==> src/rtl/lsu_pkg.sv <==
// Shared definitions for the load/store alignment unit.
//   lsu_state_e : FSM states (IDLE, BEAT0, BEAT1, RDWAIT)
//   CTRL_*      : bit indices of the request ctrl field
//   size_mask() : one-hot size select -> byte-lane mask before shifting;
//                 returns 0 for a zero or non-one-hot select (illegal request)
package lsu_pkg;

  typedef enum logic [1:0] {
    IDLE   = 2'd0,
    BEAT0  = 2'd1,
    BEAT1  = 2'd2,
    RDWAIT = 2'd3
  } lsu_state_e;

  localparam int CTRL_SIGN = 3;
  localparam int CTRL_WORD = 2;
  localparam int CTRL_HALF = 1;
  localparam int CTRL_BYTE = 0;

  // size_sel is ctrl[2:0]; only one-hot values are legal.
  function automatic logic [3:0] size_mask(input logic [2:0] size_sel);
    case (size_sel)
      3'b001:  size_mask = 4'b0001;
      3'b010:  size_mask = 4'b0011;
      3'b100:  size_mask = 4'b1111;
      default: size_mask = 4'b0000;
    endcase
  endfunction

endpackage

==> src/rtl/lsu_align_load_extend.sv <==
// Combinational load-result extraction.
//   data_i   : {hi,lo} memory words (hi is 0 for a single-beat load)
//   off_i    : byte offset of the request address
//   ctrl_i   : request ctrl ([3]=sign [2]=word [1]=half [0]=byte)
//   result_o : selected bytes, sign- or zero-extended to 32 bits
module lsu_load_extend
  import lsu_pkg::*;
(
  input  logic [63:0] data_i,
  input  logic [1:0]  off_i,
  input  logic [3:0]  ctrl_i,
  output logic [31:0] result_o
);

  logic [63:0] shifted;
  logic [31:0] word;
  logic        unused_hi;

  assign shifted   = data_i >> {off_i, 3'b000};
  assign word      = shifted[31:0];
  assign unused_hi = ^shifted[63:32];

  // Word loads pass through untouched, so the sign bit has no effect there.
  always_comb begin
    result_o = word;
    if (ctrl_i[CTRL_BYTE]) begin
      result_o = {{24{ctrl_i[CTRL_SIGN] & word[7]}}, word[7:0]};
    end else if (ctrl_i[CTRL_HALF]) begin
      result_o = {{16{ctrl_i[CTRL_SIGN] & word[15]}}, word[15:0]};
    end
  end

endmodule

==> src/rtl/lsu_align.sv <==
// Load/store alignment unit between the execute stage and a 1-cycle-latency
// word-wide data memory port.
//   clk, rst_n        : clock, synchronous active-low reset
//   req_*             : one byte/half/word request, accepted in IDLE
//   rsp_*             : one-cycle completion pulse with extended load data / error
//   mem_*             : word-addressed memory port with byte write mask
// Build option: define LSU_MISALIGN_SPLIT_EN to split accesses that cross a
// word boundary into two consecutive word beats; otherwise they complete with
// an error and no memory access.
// Handshake: a request is taken on a rising edge where req_valid_i and
// req_ready_o are both high; req_ready_o is high only in IDLE (and never under
// reset); the response has no back-pressure and the next request can be taken
// in the cycle after the rsp_valid_o pulse.
module lsu_align
  import lsu_pkg::*;
#(
  parameter int ADDR_W = 32,
  parameter int DATA_W = 32
) (
  input  logic              clk,
  input  logic              rst_n,
  input  logic              req_valid_i,
  output logic              req_ready_o,
  input  logic              req_we_i,
  input  logic [3:0]        req_ctrl_i,
  input  logic [ADDR_W-1:0] req_addr_i,
  input  logic [DATA_W-1:0] req_wdata_i,
  output logic              rsp_valid_o,
  output logic [DATA_W-1:0] rsp_rdata_o,
  output logic              rsp_err_o,
  output logic              mem_wr_en_o,
  output logic              mem_rd_en_o,
  output logic [3:0]        mem_ctrl_o,
  output logic [ADDR_W-1:0] mem_addr_o,
  output logic [DATA_W-1:0] mem_wdata_o,
  input  logic [DATA_W-1:0] mem_rdata_i
);

`ifdef LSU_MISALIGN_SPLIT_EN
  localparam bit SPLIT_EN = 1'b1;
`else
  localparam bit SPLIT_EN = 1'b0;
`endif

  lsu_state_e        state_q, state_d;
  logic              we_q;
  logic [3:0]        ctrl_q;
  logic [ADDR_W-1:0] addr_q;
  logic [DATA_W-1:0] wdata_q;
  logic [DATA_W-1:0] lo_q;

  logic              accept;
  logic [1:0]        off;
  logic [3:0]        smask;
  logic              illegal;
  logic [7:0]        mask8;
  logic              misaligned;
  logic [31:0]       wmask;
  logic [63:0]       data64;
  logic [ADDR_W-1:0] word_addr;
  logic [63:0]       ext_in;
  logic [31:0]       ext_rdata;

  assign accept     = req_valid_i & req_ready_o;
  assign off        = addr_q[1:0];
  assign smask      = size_mask(ctrl_q[2:0]);
  assign illegal    = (smask == 4'b0000);
  // Lanes 7:4 belong to the following word; any bit there means a crossing.
  assign mask8      = {4'b0000, smask} << off;
  assign misaligned = |mask8[7:4];
  assign wmask      = {{8{smask[3]}}, {8{smask[2]}}, {8{smask[1]}}, {8{smask[0]}}};
  assign data64     = {32'h0, wdata_q & wmask} << {off, 3'b000};
  assign word_addr  = {addr_q[ADDR_W-1:2], 2'b00};
  // A crossing load reaches RDWAIT with its low word held in lo_q and its high
  // word on the read port; a single-beat load only has the read port word.
  assign ext_in     = misaligned ? {mem_rdata_i, lo_q} : {32'h0, mem_rdata_i};

  lsu_load_extend u_extend (
    .data_i   (ext_in),
    .off_i    (off),
    .ctrl_i   (ctrl_q),
    .result_o (ext_rdata)
  );

  always_ff @(posedge clk) begin
    if (!rst_n) begin
      state_q <= IDLE;
      we_q    <= 1'b0;
      ctrl_q  <= 4'h0;
      addr_q  <= '0;
      wdata_q <= '0;
      lo_q    <= '0;
    end else begin
      state_q <= state_d;
      if (accept) begin
        we_q    <= req_we_i;
        ctrl_q  <= req_ctrl_i;
        addr_q  <= req_addr_i;
        wdata_q <= req_wdata_i;
      end
      // The first word of a split load arrives while the second is being read.
      if (state_q == BEAT1 && !we_q) begin
        lo_q <= mem_rdata_i;
      end
    end
  end

  always_comb begin
    state_d     = state_q;
    req_ready_o = 1'b0;
    rsp_valid_o = 1'b0;
    rsp_rdata_o = '0;
    rsp_err_o   = 1'b0;
    mem_wr_en_o = 1'b0;
    mem_rd_en_o = 1'b0;
    mem_ctrl_o  = 4'h0;
    mem_addr_o  = '0;
    mem_wdata_o = '0;
    // Outputs are forced quiet for the whole time reset is asserted.
    if (rst_n) begin
      case (state_q)
        IDLE: begin
          req_ready_o = 1'b1;
          if (req_valid_i) state_d = BEAT0;
        end
        BEAT0: begin
          if (illegal || (misaligned && !SPLIT_EN)) begin
            rsp_valid_o = 1'b1;
            rsp_err_o   = 1'b1;
            state_d     = IDLE;
          end else begin
            mem_addr_o = word_addr;
            if (we_q) begin
              mem_wr_en_o = 1'b1;
              mem_ctrl_o  = mask8[3:0];
              mem_wdata_o = data64[31:0];
              if (misaligned) begin
                state_d = BEAT1;
              end else begin
                rsp_valid_o = 1'b1;
                state_d     = IDLE;
              end
            end else begin
              mem_rd_en_o = 1'b1;
              state_d     = misaligned ? BEAT1 : RDWAIT;
            end
          end
        end
        BEAT1: begin
          mem_addr_o = word_addr + ADDR_W'(4);
          if (we_q) begin
            mem_wr_en_o = 1'b1;
            mem_ctrl_o  = mask8[7:4];
            mem_wdata_o = data64[63:32];
            rsp_valid_o = 1'b1;
            state_d     = IDLE;
          end else begin
            mem_rd_en_o = 1'b1;
            state_d     = RDWAIT;
          end
        end
        RDWAIT: begin
          rsp_valid_o = 1'b1;
          rsp_rdata_o = ext_rdata;
          state_d     = IDLE;
        end
        default: state_d = IDLE;
      endcase
    end
  end

endmodule

==> config.mk <==
export PLATFORM = sky130hd
export DESIGN_NAME = lsu_align
export DESIGN_NICKNAME = d
export VERILOG_FILES = /design/src/rtl/lsu_pkg.sv /design/src/rtl/lsu_align_load_extend.sv /design/src/rtl/lsu_align.sv
export SDC_FILE = /design/constraint.sdc
export NUM_CORES = 1
export LEC_CHECK = 0
export CAP_MARGIN = 20
export CORE_UTILIZATION = 45
export CTS_BUF_LIST = sky130_fd_sc_hd__clkbuf_8
export CTS_CLUSTER_DIAMETER = 40
export CTS_CLUSTER_SIZE = 14
export DETAILED_ROUTE_END_ITERATION = 10
export PLACE_DENSITY_LB_ADDON = 0.2
export SYNTH_ARGS = -nofsm -noshare
export SYNTH_HDL_FRONTEND = slang
export SYNTH_SLANG_ARGS = --single-unit
==> constraint.sdc <==
create_clock -name clk -period 3.1 [get_ports clk]
set_clock_uncertainty 0.05 [all_clocks]
set_input_delay 0.465 -clock clk [delete_from_list [all_inputs] [get_ports clk]]
set_output_delay 0.465 -clock clk [all_outputs]
set_load 0.02 [all_outputs]
# [Word level (Yosys, flattened, before mapping)]
# Index checks and enable logic that the tools add are counted.
[totals] ff_bits=103 inputBits=104
[classes] add_sub_neg=1 eq_ne=7 n_shift=3 mux=44 n_bitwise=4 n_reduce_logical=6
[op_table] op="2-to-1 mux 32 bit" count=10
[op_table] op="one-hot mux 32 bit (2 select lines)" count=2
[op_table] op="2-to-1 mux 64 bit" count=1
[op_table] op="<< shifter 32 x 5 -> 64 bit" count=1
[op_table] op="right shift 64 x 5 -> 32 bit" count=1
[op_table] op="adder 32 x 3 -> 32 bit, second input constant" count=1
[op_table] op="AND 32 bit" count=1
[op_table] op="2-to-1 mux 1 bit" count=16
[op_table] op="2-to-1 mux 4 bit" count=4
[op_table] op="one-hot mux 4 bit (3 select lines)" count=1
[op_table] op="2-to-1 mux 2 bit" count=5
[op_table] op="one-hot mux 2 bit (4 select lines)" count=1
[op_table] op="one-hot mux 4 bit (2 select lines)" count=1
[op_table] op="<< shifter 4 x 2 -> 8 bit" count=1
[op_table] op="equality test 2 bit, second input constant" count=2
[op_table] op="zero test 4 bit" count=1
[op_table] op="one-hot mux 1 bit (2 select lines)" count=2
[op_table] op="OR reduction 4 bit" count=1
[op_table] op="AND 1 bit" count=3
[op_table] op="equality test 3 x 1 -> 1 bit, second input constant" count=1
[op_table] op="equality test 3 x 2 -> 1 bit, second input constant" count=1
[op_table] op="equality test 3 bit, second input constant" count=1
[op_table] op="one-hot mux 1 bit (3 select lines)" count=1
[op_table] op="equality test 2 x 1 -> 1 bit, second input constant" count=1
[op_table] op="5 further kinds" count=5

# [Depth between registers and ports, before layout]
# Gate-level depths: netlist (run 1).
[logic_depth] ltp_word=11 depth_mapped=11 depth_no_buf=7

# [By module]
# Synthesis (run 1) repeated with hierarchy kept, for this count alone.
[unflattened] hier_cells=1081 area_unflattened_um2=7584.8
[by_module_without_submodules] module="lsu_align" n_inst=1 cells_per_inst=931 area_per_inst_um2=6572.6
[by_module_without_submodules] module="lsu_load_extend" n_inst=1 cells_per_inst=150 area_per_inst_um2=1012.2

# [Least setup slack after synthesis (run 1)]
# Ideal clock, no wire load.
[synth_path] path_type="register -> output" startpoint="register addr_q[2]" endpoint="output port mem_addr_o[30]" arrival_time_ns=2.200 path_slack_ns=0.385 path_stages_with_launch=8 n_path_buf=1 cell_sequence="dfxtp_1 ha_1 and3_1 clkbuf_1 nand4_1 nor4_1 nand3_1 o31ai_1"
[synth_between] elab_chain_cells=3
[synth_lines] element="from (decl)" line_no="lsu_align.sv:48" source="logic [ADDR_W-1:0] addr_q;"
[synth_lines] element="from (signal assigned)" line_no="lsu_align.sv:98" source="addr_q <= req_addr_i;"
[synth_lines] element="adder 32 x 3 -> 32 bit" line_no="lsu_align.sv:150" source="mem_addr_o = word_addr + ADDR_W'(4);"
[synth_lines] element="one-hot mux 32 bit (2 select lines)" line_no="lsu_align.sv:121" source="case (state_q)"
[synth_lines] element="2-to-1 mux 32 bit" line_no="lsu_align.sv:120" source="if (rst_n) begin"
[synth_lines] element="to (decl)" line_no="lsu_align.sv:34" source="output logic [ADDR_W-1:0] mem_addr_o,"
# No other way between the ends.

# [Worst setup path in the final report (run 1)]
[layout_path] startpoint="register ctrl_q[2]" endpoint="output port rsp_rdata_o[26]"
[layout_between] elab_chain_cells=11
[layout_lines] element="from (decl)" line_no="lsu_align.sv:47" source="logic [3:0] ctrl_q;"
[layout_lines] element="from (signal assigned)" line_no="lsu_align.sv:97" source="ctrl_q <= req_ctrl_i;"
[layout_lines] element="equality test 3 bit (tied with other cells)" line_no="lsu_pkg.sv:22" source="case (size_sel)"
[layout_lines] element="one-hot mux 4 bit (3 select lines) *" line_no="lsu_pkg.sv:22"
[layout_lines] element="<< shifter 4 x 2 -> 8 bit *" line_no="lsu_align.sv:69" source="assign mask8 = {4'b0000, smask} << off;"
[layout_lines] element="OR reduction 4 bit *" line_no="lsu_align.sv:70" source="assign misaligned = |mask8[7:4];"
[layout_lines] element="2-to-1 mux 64 bit *" line_no="lsu_align.sv:76" source="assign ext_in = misaligned ? {mem_rdata_i, lo_q} : {32'h0, mem_rdata_i};"
[layout_lines] element="right shift 64 x 5 -> 32 bit *" line_no="lsu_align_load_extend.sv:19" source="assign shifted = data_i >> {off_i, 3'b000};"
[layout_lines] element="AND 1 bit" line_no="lsu_align_load_extend.sv:29" source="result_o = {{16{ctrl_i[CTRL_SIGN] & word[15]}}, word[15:0]};"
[layout_lines] element="2-to-1 mux 32 bit" line_no="lsu_align_load_extend.sv:28" source="end else if (ctrl_i[CTRL_HALF]) begin"
[layout_lines] element="2-to-1 mux 32 bit *" line_no="lsu_align_load_extend.sv:26" source="if (ctrl_i[CTRL_BYTE]) begin"
[layout_lines] element="2-to-1 mux 32 bit *" line_no="lsu_align.sv:121"
[layout_lines] element="2-to-1 mux 32 bit *" line_no="lsu_align.sv:120"
[layout_lines] element="to (decl)" line_no="lsu_align.sv:29" source="output logic [DATA_W-1:0] rsp_rdata_o,"
# Every way passes the cells marked *; elsewhere a longest branch is shown, timed or not.

==> impl_metrics.csv, run 1 <==
group,metric,value,unit
yosys,async_reset_ff_share,0,%
worst_setup_path,crit_chain,"nand4b_4, o221ai_4, buf_6, mux2_4, a221o_2, a21boi_4, buf_4, o31ai_1, buf_2",
clock_network,cts-hold-fix-buffers,0,
route,dr_total_vias,8631,
placement,port_buffers,206,
timing,period_needed,3.24,ns
pwr,clockPowerShare,27.3,%
floorplan,die_h,127,microns
timing,finalCritPeriodShare,105,%
timing,finalMaxSlewViolations,0,
floorplan,io_pins,209,
global_routing,grt_pass1_wl,39400,microns
pwr,power.switching,1230,uW
worst_setup_path,end_kind,"output pin",
floorplan,core_area,15200,sq um
yosys,yosys_warnings,0,
route,detail_route.first_pass.iterations,5,
global_routing,grt_pass1_vias,7701,
pwr,p_seq_share,39.6,%
worst_setup_path,cp.arrival,2.73,ns
clock_network,clock_latency,0.40,ns
clock_network,htreeDepth,3,
pwr,power_leakage,0.00396,uW
worst_setup_path,slowest_delay,0.43,ns
timing,grt_setup_unrepaired,"true",
placement,dp_hpwl,17400,microns
yosys,ys_seq_elements,95,
worst_setup_path,critPathMaxFanout,7,
timing,worst_pin_slew,0.944,ns
worst_setup_path,worst_path_max_delay_cell,"a221o_2",
pwr,comb_power_share,33.0,%
global_routing,grt_max_degree,73,
clock_network,clock-root-buffer,"clkbuf_8",
timing,hold_viol,0,
clock_network,clock_path_buffers,2,
global_routing,grt_overflow,0,
pwr,p_int,2320,uW
pwr,switching_share,34.6,%
pwr,irDropWorstVdd,0.229,mV
pwr,p_per_area,332,nW/um^2
floorplan,rows,45,
route,drc,0,
route,drtAntennaViolNets,0,
timing,setup_viol,33,
finish,drive_gt1_share,29.7,%
timing,max_freq,309,MHz
yosys,yosysSeqAreaShare,27.2,%
placement,place_area,9770,sq um
route,drt-vias-per-instance,6.01,
yosys,synth_edf_count,0,
finish,syn_to_final_growth,52.7,%
finish,final_nets,1353,
finish,num_antenna_cells,0,
worst_setup_path,cp-start-kind,"flop",
floorplan,die_x,127,microns
run_status,outcome,"finished, violations left",
clock_network,cts_buffers,9,
yosys,synth_cell_types,74,
clock_network,clock_sinks,95,
yosys,netlist_area,7000,sq um
yosys,ys.flop_type,"dfxtp_1",
timing,layout_setup_ws,-0.141,ns
route,drt_iter0_drc,760,
timing,slew_headroom,36.9,%
global_routing,antenna_found_initial,0,
yosys,avgSynthCellArea,7.17,sq um
clock_network,path_clk_slew,0.11,ns
worst_setup_path,path_class,"reg2out",
clock_network,cts_tree,"built",
finish,layout_commonest_cell,"nand2_1",
finish,layout_common_cells,"nand2_1, buf_4, clkdlybuf4s50_1, o21ai_0, dfxtp_1",
finish,finalInstanceArea,10700,sq um
floorplan,start_util,46.1,%
route,routed_wl,26700,microns
min_path,min-delay-path-class,"reg2reg",
run,maxCapViolCount,0,
global_routing,track_usage,30.7,%
pwr,finalPower,3550,uW
yosys,synthCells,977,
floorplan,dieArea,16100,sq um
route,wl_per_cell,18.6,microns
placement,gp_congestion,0.917,
run_status,violations,"negative setup slack",
worst_setup_path,worstPathRequired,2.58,ns
## synthesized netlist by cell type, drive strengths merged, types with 9 or more instances
master,count,area share (%)
nand2b,9,0.80
and2,15,1.3
a221oi,16,2.0
nor3,20,1.6
a211oi,19,2.1
nor2,78,4.2
a211o,9,1.1
a21oi,69,5.1
a31oi,12,1.1
a22oi,18,1.9
mux4,9,2.9
mux2i,39,5.6
nand3,22,1.8
buf,29,2.4
clkbuf,60,3.2
o21ai,108,7.8
dfxtp,95,27
mux2,9,1.4
o31ai,16,1.7
nand2,222,12
## routing by layer
metal / GRT usage (%) / vias up / share of wire, %
li1: - / 4048 / -
met1: 40.5 / 4043 / 42
met2: 50.2 / 467 / 47
met3: 5.23 / 73 / 7.8
met4: 11.5 / 0 / 2.9
met5: 0 / - / 0
## critical path: cells and delay by family, from the launching register on
kind	cells	cell delay, ns
flip-flops	1	0.39
buffers and inverters	3	0.47
AO/OA/AOI/OAI	4	0.97
AND/OR/NAND/NOR	1	0.18
multiplexers	1	0.29
## final timing paths
check / cells after the start / end / slack [ns] / start
min reg2reg: 2 / lo_q[13] / 0.41 / lo_q[13]
max: 9 / rsp_rdata_o[26] / -0.14 / ctrl_q[2]
max reg2reg: 9 / state_q[1] / 0.76 / ctrl_q[1]
min: 2 / lo_q[13] / 0.41 / lo_q[13]
## power by group through the flow
stage / clock, uW / sequential (uW) / combinational (uW)
after global placement: 0 / 1420 / 968
after CTS: 983 / 1400 / 1030
final: 971 / 1410 / 1170
after detailed placement: 0 / 1420 / 977
after global routing: 1030 / 1420 / 1250
after floorplan: 0 / 1390 / 564
## logic make-up after synthesis
kind of cell,count (synthesis),share of synthesized area [%]
flops,95,27.2
other cells,1,0.0536
mux,57,9.92
compound gates,315,28.9
fa+ha+maj,6,1.07
simple gates,406,26.8
buf+inv,97,6.08
## state kept, by name, summed over array words and instances, names as in the netlist
signal   flops
state_q      2
lo_q        24
we_q         1
ctrl_q       4
wdata_q     32
addr_q      32
## area by class of cell
cell class	instances	area (sq um)
repair buffers	341	3070
inverters	8	33.8
clock buffers	9	124
multi-input cells	788	5210
fillers	1279	4510
flip-flops and latches	95	1920
well taps	188	235
clock inverters	7	104
## through the flow
stage	TNS [ns]	setup slack [ns]	cells	hold WS, ns	utilization (%)
after floorplan	0	0.385	978	0.386	-
after global placement	-1.35	-0.0880	1392	0.392	64.2
after detailed placement	-3.50	-0.137	1392	0.398	64.2
after CTS	-0.836	-0.109	1420	0.412	66.3
after global routing	-6.53	-0.219	1436	0.437	70.3
final	-2.23	-0.141	1436	0.409	70.3
## timing repair
action | 4_1_cts | 5_1_grt
resized for setup | 405 | 235
setup buffers | 10 | 15
endpoints found under the setup margin | 102 | 96
pin swaps | 7 | 38
gates cloned | 2 | 3
Note: power is estimated with default switching activity, not from simulation.
==> inputs of run 2 (changes only) <==
--- a/config.mk
+++ b/config.mk
@@ -12,6 +12,7 @@
 export CTS_CLUSTER_SIZE = 14
 export DETAILED_ROUTE_END_ITERATION = 10
 export PLACE_DENSITY_LB_ADDON = 0.2
+export REMOVE_ABC_BUFFERS = 1
 export SYNTH_ARGS = -nofsm -noshare
 export SYNTH_HDL_FRONTEND = slang
 export SYNTH_SLANG_ARGS = --single-unit
==> impl_metrics.csv, run 2 (synthesized netlist as in run 1, its figures left out) <==
group,metric,value,unit
timing,finalCritPeriodShare,97.9,%
global_routing,grt_pass1_wl,38000,microns
clock_network,path_clk_slew,0.09,ns
min_path,hold_start,"lo_q[16]",
clock_network,cts_buffers,9,
pwr,power_leakage,0.00372,uW
finish,fillCellCount,1356,
placement,port_buffers,206,
pwr,comb_power_share,31.5,%
finish,fin_cells,1408,
timing,slew_headroom,36.9,%
pwr,irDropWorstVdd,0.221,mV
floorplan,start_util,46.1,%
min_path,min-delay-path-class,"reg2reg",
route,drt-vias-per-instance,5.90,
global_routing,grt_max_degree,61,
pwr,switching_share,33.5,%
worst_setup_path,cp.arrival,2.52,ns
placement,dp_cells,1383,
timing,period_needed,3.04,ns
route,routed_wl,24300,microns
clock_network,clock_latency,0.38,ns
clock_network,clock-root-buffer,"clkbuf_8",
global_routing,grt_pass1_vias,7537,
floorplan,io_pins,209,
floorplan,die_x,127,microns
finish,layout_common_cells,"nand2_1, clkdlybuf4s50_1, o21ai_0, buf_4, dfxtp_1",
finish,fin_util,65.7,%
finish,layout_commonest_cell,"nand2_1",
route,wl_per_cell,17.3,microns
worst_setup_path,reg2reg_from,"ctrl_q[2]",
clock_network,htreeDepth,3,
placement,dp_hpwl,17000,microns
route,detail_route.first_pass.iterations,5,
finish,reg.largest.list,"addr_q x32, wdata_q x32, lo_q x24",
global_routing,track_usage,29.5,%
timing,worst_pin_slew,0.944,ns
clock_network,clock_sinks,95,
floorplan,rows,45,
route,drc,0,
finish,drive_gt1_share,23.7,%
finish,num_antenna_cells,0,
worst_setup_path,critPathMaxFanout,5,
worst_setup_path,cp-start-kind,"flop",
timing,setup_viol,0,
worst_setup_path,crit_path_start,"addr_q[4]",
floorplan,core_area,15200,sq um
finish,syn_to_final_growth,42.6,%
pwr,clockPowerShare,26.2,%
floorplan,dieArea,16100,sq um
worst_setup_path,end_kind,"output pin",
worst_setup_path,path_class,"reg2out",
global_routing,grt_overflow,0,
clock_network,cts-hold-fix-buffers,0,
route,drt_iter0_drc,782,
pwr,p_per_area,331,nW/um^2
run,maxCapViolCount,0,
timing,finalMaxSlewViolations,0,
global_routing,antenna_found_initial,0,
placement,gp_congestion,0.862,
timing,grt_setup_unrepaired,"true",
pwr,power.switching,1110,uW
floorplan,die_h,127,microns
clock_network,cts_tree,"built",
worst_setup_path,worstPathRequired,2.58,ns
route,dr_total_vias,8301,
run_status,outcome,"complete, no violations",
pwr,p_int,2200,uW
pwr,p_seq_share,42.3,%
route,drtAntennaViolNets,0,
timing,max_freq,329,MHz
timing,hold_viol,0,
finish,final_nets,1326,
clock_network,clock_path_buffers,2,
==> run 2: cell types whose count changed in the layout (fill, tap and decap cells not counted), sizes merged, moves of 2 or more <==
cell and change:
clkbuf +26, clkinvlp -2, buf -71, dlygate4sd2 +11, clkdlybuf4s50 +2, clkdlybuf4s15 +9
==> run 2: power groups by stage <==
stage / sequential, uW / combinational, uW / clock, uW
floorplan: 1460 / 455 / 0
global placement: 1420 / 946 / 0
detailed placement: 1420 / 956 / 0
CTS: 1390 / 986 / 882
global route: 1410 / 1130 / 929
finish: 1400 / 1040 / 868
==> run 2: path summary, 6_finish.rpt <==
check | endpoint | slack (ns) | cells after the start
worst max register to register | state_q[1] | 0.88 | 7
worst min register to register | lo_q[16] | 0.41 | 2
worst max-delay path | mem_addr_o[23] | 0.06 | 7
worst min-delay path | lo_q[16] | 0.41 | 2
==> run 2: what timing repair did <==
action                                 4_1_cts  5_1_grt
setup buffers                                5        4
endpoints found under the hold margin        0        0
resized for setup                          236      172
pin swaps                                    8       13
cloned                                       1        0
setup endpoints to repair                  100       95
==> run 2: layout make-up <==
cell class	count	area (sq um)	area share, %
inverter	8	30.0	0.301
timing repair buffer	316	2650	26.6
tap	188	235	2.36
multi-input combinational	786	4940	49.5
clock inverter	4	46.3	0.464
clock buffer	11	151	1.52
sequential	95	1920	19.3
==> run 2: worst max-delay path: stages, from the launching register on <==
cell     delay, ns
dfxtp_1       0.40
and4_4        0.27
nand4_4       0.17
or3_1         0.38
or2_0         0.23
or3_1         0.33
a21oi_2       0.17
buf_2         0.18
==> run 2: per-layer routing <==
metal | share of wire, % | vias to the layer above | track usage, %
li1 | - | 3998 | -
met1 | 43 | 3811 | 39.0
met2 | 45 | 427 | 47.1
met3 | 8.9 | 65 | 4.68
met4 | 3.1 | 0 | 14.2
met5 | 0 | - | 0
==> run 2: stage by stage <==
stage	total power (uW)	area, sq um	TNS [ns]	hold WS (ns)	worst slack [ns]
floorplan	1910	6610	-120.84	0.386	-2.15
global placement	2360	9700	-0.432	0.392	-0.117
detailed placement	2370	9700	-0.861	0.397	-0.145
CTS	3260	9940	-0.103	0.409	-0.101
global route	3470	9980	-0.392	0.435	-0.0705
finish	3310	9980	0	0.409	0.0637
==> inputs of run 3 (changes only) <==
--- a/config.mk
+++ b/config.mk
@@ -6,6 +6,7 @@
 export NUM_CORES = 1
 export LEC_CHECK = 0
 export CAP_MARGIN = 20
+export CORE_MARGIN = 5
 export CORE_UTILIZATION = 45
 export CTS_BUF_LIST = sky130_fd_sc_hd__clkbuf_8
 export CTS_CLUSTER_DIAMETER = 40
==> impl_metrics.csv, run 3 (synthesized netlist as in run 1, its figures left out) <==
group,metric,value,unit
floorplan,dieArea,18200,sq um
timing,layout_setup_ws,-0.0197,ns
worst_setup_path,worst_path_max_delay_cell,"dfxtp_4",
finish,drive_gt1_share,24.5,%
timing,finalCritPeriodShare,101,%
timing,max_freq,321,MHz
finish,num_antenna_cells,0,
worst_setup_path,critPathMaxFanout,7,
floorplan,die_h,135,microns
route,detail_route.first_pass.iterations,5,
route,drt-vias-per-instance,5.78,
run,maxCapViolCount,0,
timing,period_needed,3.12,ns
placement,gp_congestion,0.922,
floorplan,start_util,45.9,%
global_routing,grt_max_degree,63,
pwr,irDropWorstVdd,0.250,mV
pwr,power_leakage,0.00375,uW
clock_network,clock_latency,0.38,ns
worst_setup_path,cp.arrival,2.60,ns
pwr,p_per_area,314,nW/um^2
route,dr_total_vias,8307,
pwr,comb_power_share,33.2,%
global_routing,grt_pass1_wl,38900,microns
pwr,switching_share,35.1,%
min_path,hold_depth,2,
finish,fin_util,67.0,%
route,drc,0,
worst_setup_path,worstPathRequired,2.58,ns
clock_network,clock_sinks,95,
route,drt_iter0_drc,728,
worst_setup_path,end_kind,"output pin",
route,routed_wl,25300,microns
floorplan,io_pins,209,
route,drtAntennaViolNets,0,
finish,fillCellCount,1312,
finish,syn_to_final_growth,46.0,%
timing,grt_setup_unrepaired,"true",
worst_setup_path,cp-start-kind,"flop",
clock_network,cts_buffers,9,
timing,finalMaxSlewViolations,0,
placement,dp_hpwl,17800,microns
worst_setup_path,reg2reg_depth,8,
timing,hold_viol,0,
pwr,power.switching,1130,uW
clock_network,clock_path_buffers,2,
global_routing,grt_pass1_vias,7553,
worst_setup_path,path_class,"reg2out",
global_routing,grt_overflow,0,
min_path,min-delay-path-class,"reg2reg",
finish,layout_common_cells,"nand2_1, clkdlybuf4s50_1, o21ai_0, buf_4, dfxtp_1",
global_routing,antenna_found_initial,1,
worst_setup_path,crit_chain,"nand4b_4, o221ai_4, mux2i_1, o2111ai_1, a31o_4, buf_6, nor2_1, dlygate4sd2_1",
global_routing,track_usage,26.0,%
route,wl_per_cell,17.6,microns
finish,layout_commonest_cell,"nand2_1",
placement,port_buffers,206,
worst_setup_path,slowest_delay,0.38,ns
floorplan,core_area,15300,sq um
clock_network,clock-root-buffer,"clkbuf_8",
timing,slew_headroom,35.5,%
run_status,violations,"negative setup slack",
floorplan,die_x,135,microns
pwr,p_seq_share,43.4,%
clock_network,path_clk_slew,0.09,ns
finish,reg.largest.list,"addr_q x32, wdata_q x32, lo_q x24",
floorplan,rows,45,
pwr,clockPowerShare,23.4,%
clock_network,htreeDepth,3,
timing,setup_viol,3,
timing,worst_pin_slew,0.965,ns
clock_network,cts_tree,"built",
pwr,p_int,2090,uW
finish,final_nets,1331,
run_status,outcome,"finished, violations left",
timing,whs,0.412,ns
[run 3: cell types whose count changed in the layout (fill, tap and decap cells not counted), moves of 4 or more]
cell             delta
buf_6               +7
o21ai_1             -4
clkbuf_2           -11
mux2i_4             +8
clkdlybuf4s15_2     +8
mux2i_1            -11
[run 3: power groups by stage]
stage          Combinational [uW]  Clock [uW]  Sequential, uW
5_1_grt                      1150         821            1410
6_report                     1070         753            1390
4_1_cts                       981         766            1390
2_1_floorplan                 455           0            1460
3_5_place_dp                  966           0            1420
3_3_place_gp                  955           0            1410
[run 3: final timing paths]
| check | start | to | slack [ns] |
|---|---|---|---|
| worst max register to register | ctrl_q[2] | state_q[0] | 0.93 |
| worst max-delay path | ctrl_q[2] | rsp_rdata_o[9] | -0.02 |
| worst min register to register | lo_q[8] | lo_q[8] | 0.41 |
| worst min-delay path | lo_q[8] | lo_q[8] | 0.41 |
[run 3: critical path, delay by kind of cell (launching register included)]
kind,cells,cell delay (ns)
mux,1,0.31
flops,1,0.38
simple gates,2,0.29
buf+inv,2,0.49
compound gates,3,0.76
[run 3: metrics by stage]
stage / cell area [sq um] / power [uW] / worst slack [ns] / TNS, ns / instances
after CTS: 9980 / 3140 / -0.143 / -1.94 / 1430
after floorplan: 6610 / 1910 / -2.15 / -120.84 / 889
after detailed placement: 9760 / 2380 / -0.0712 / -0.868 / 1411
after global routing: 10200 / 3380 / -0.144 / -2.47 / 1437
final: 10200 / 3210 / -0.0197 / -0.0282 / 1437
after global placement: 9760 / 2370 / 0.0122 / 0 / 1411
[run 3: layout make-up]
| class | count | area, sq um | area share, % |
|---|---|---|---|
| Multi-Input combinational cell | 786 | 5050 | 49.4 |
| Tap cell | 211 | 264 | 2.58 |
| Clock buffer | 9 | 124 | 1.21 |
| Inverter | 8 | 32.5 | 0.318 |
| Sequential cell | 95 | 1920 | 18.7 |
| Timing Repair Buffer | 321 | 2790 | 27.3 |
| Clock inverter | 7 | 40.0 | 0.392 |
[run 3: layer usage]
layer  share of wire [%]  vias to the layer above  wire length (microns)  track usage (%)
met5               0.051                        -                     13                0
li1                    -                     4016                      -                -
met3                 8.9                       36                   2260             5.92
met2                  46                      387                  11700             41.4
met1                  43                     3866                  10800             34.9
met4                 2.0                        2                    504             8.20
[run 3: timing repair]
| item | CTS | global route |
|---|---|---|
| setup buffers | 3 | 5 |
| gates cloned | 0 | 2 |
| resized for setup | 201 | 228 |
| hold buffers | 0 | 0 |
| pin swaps | 3 | 15 |
| endpoints found under the setup margin | 100 | 87 |
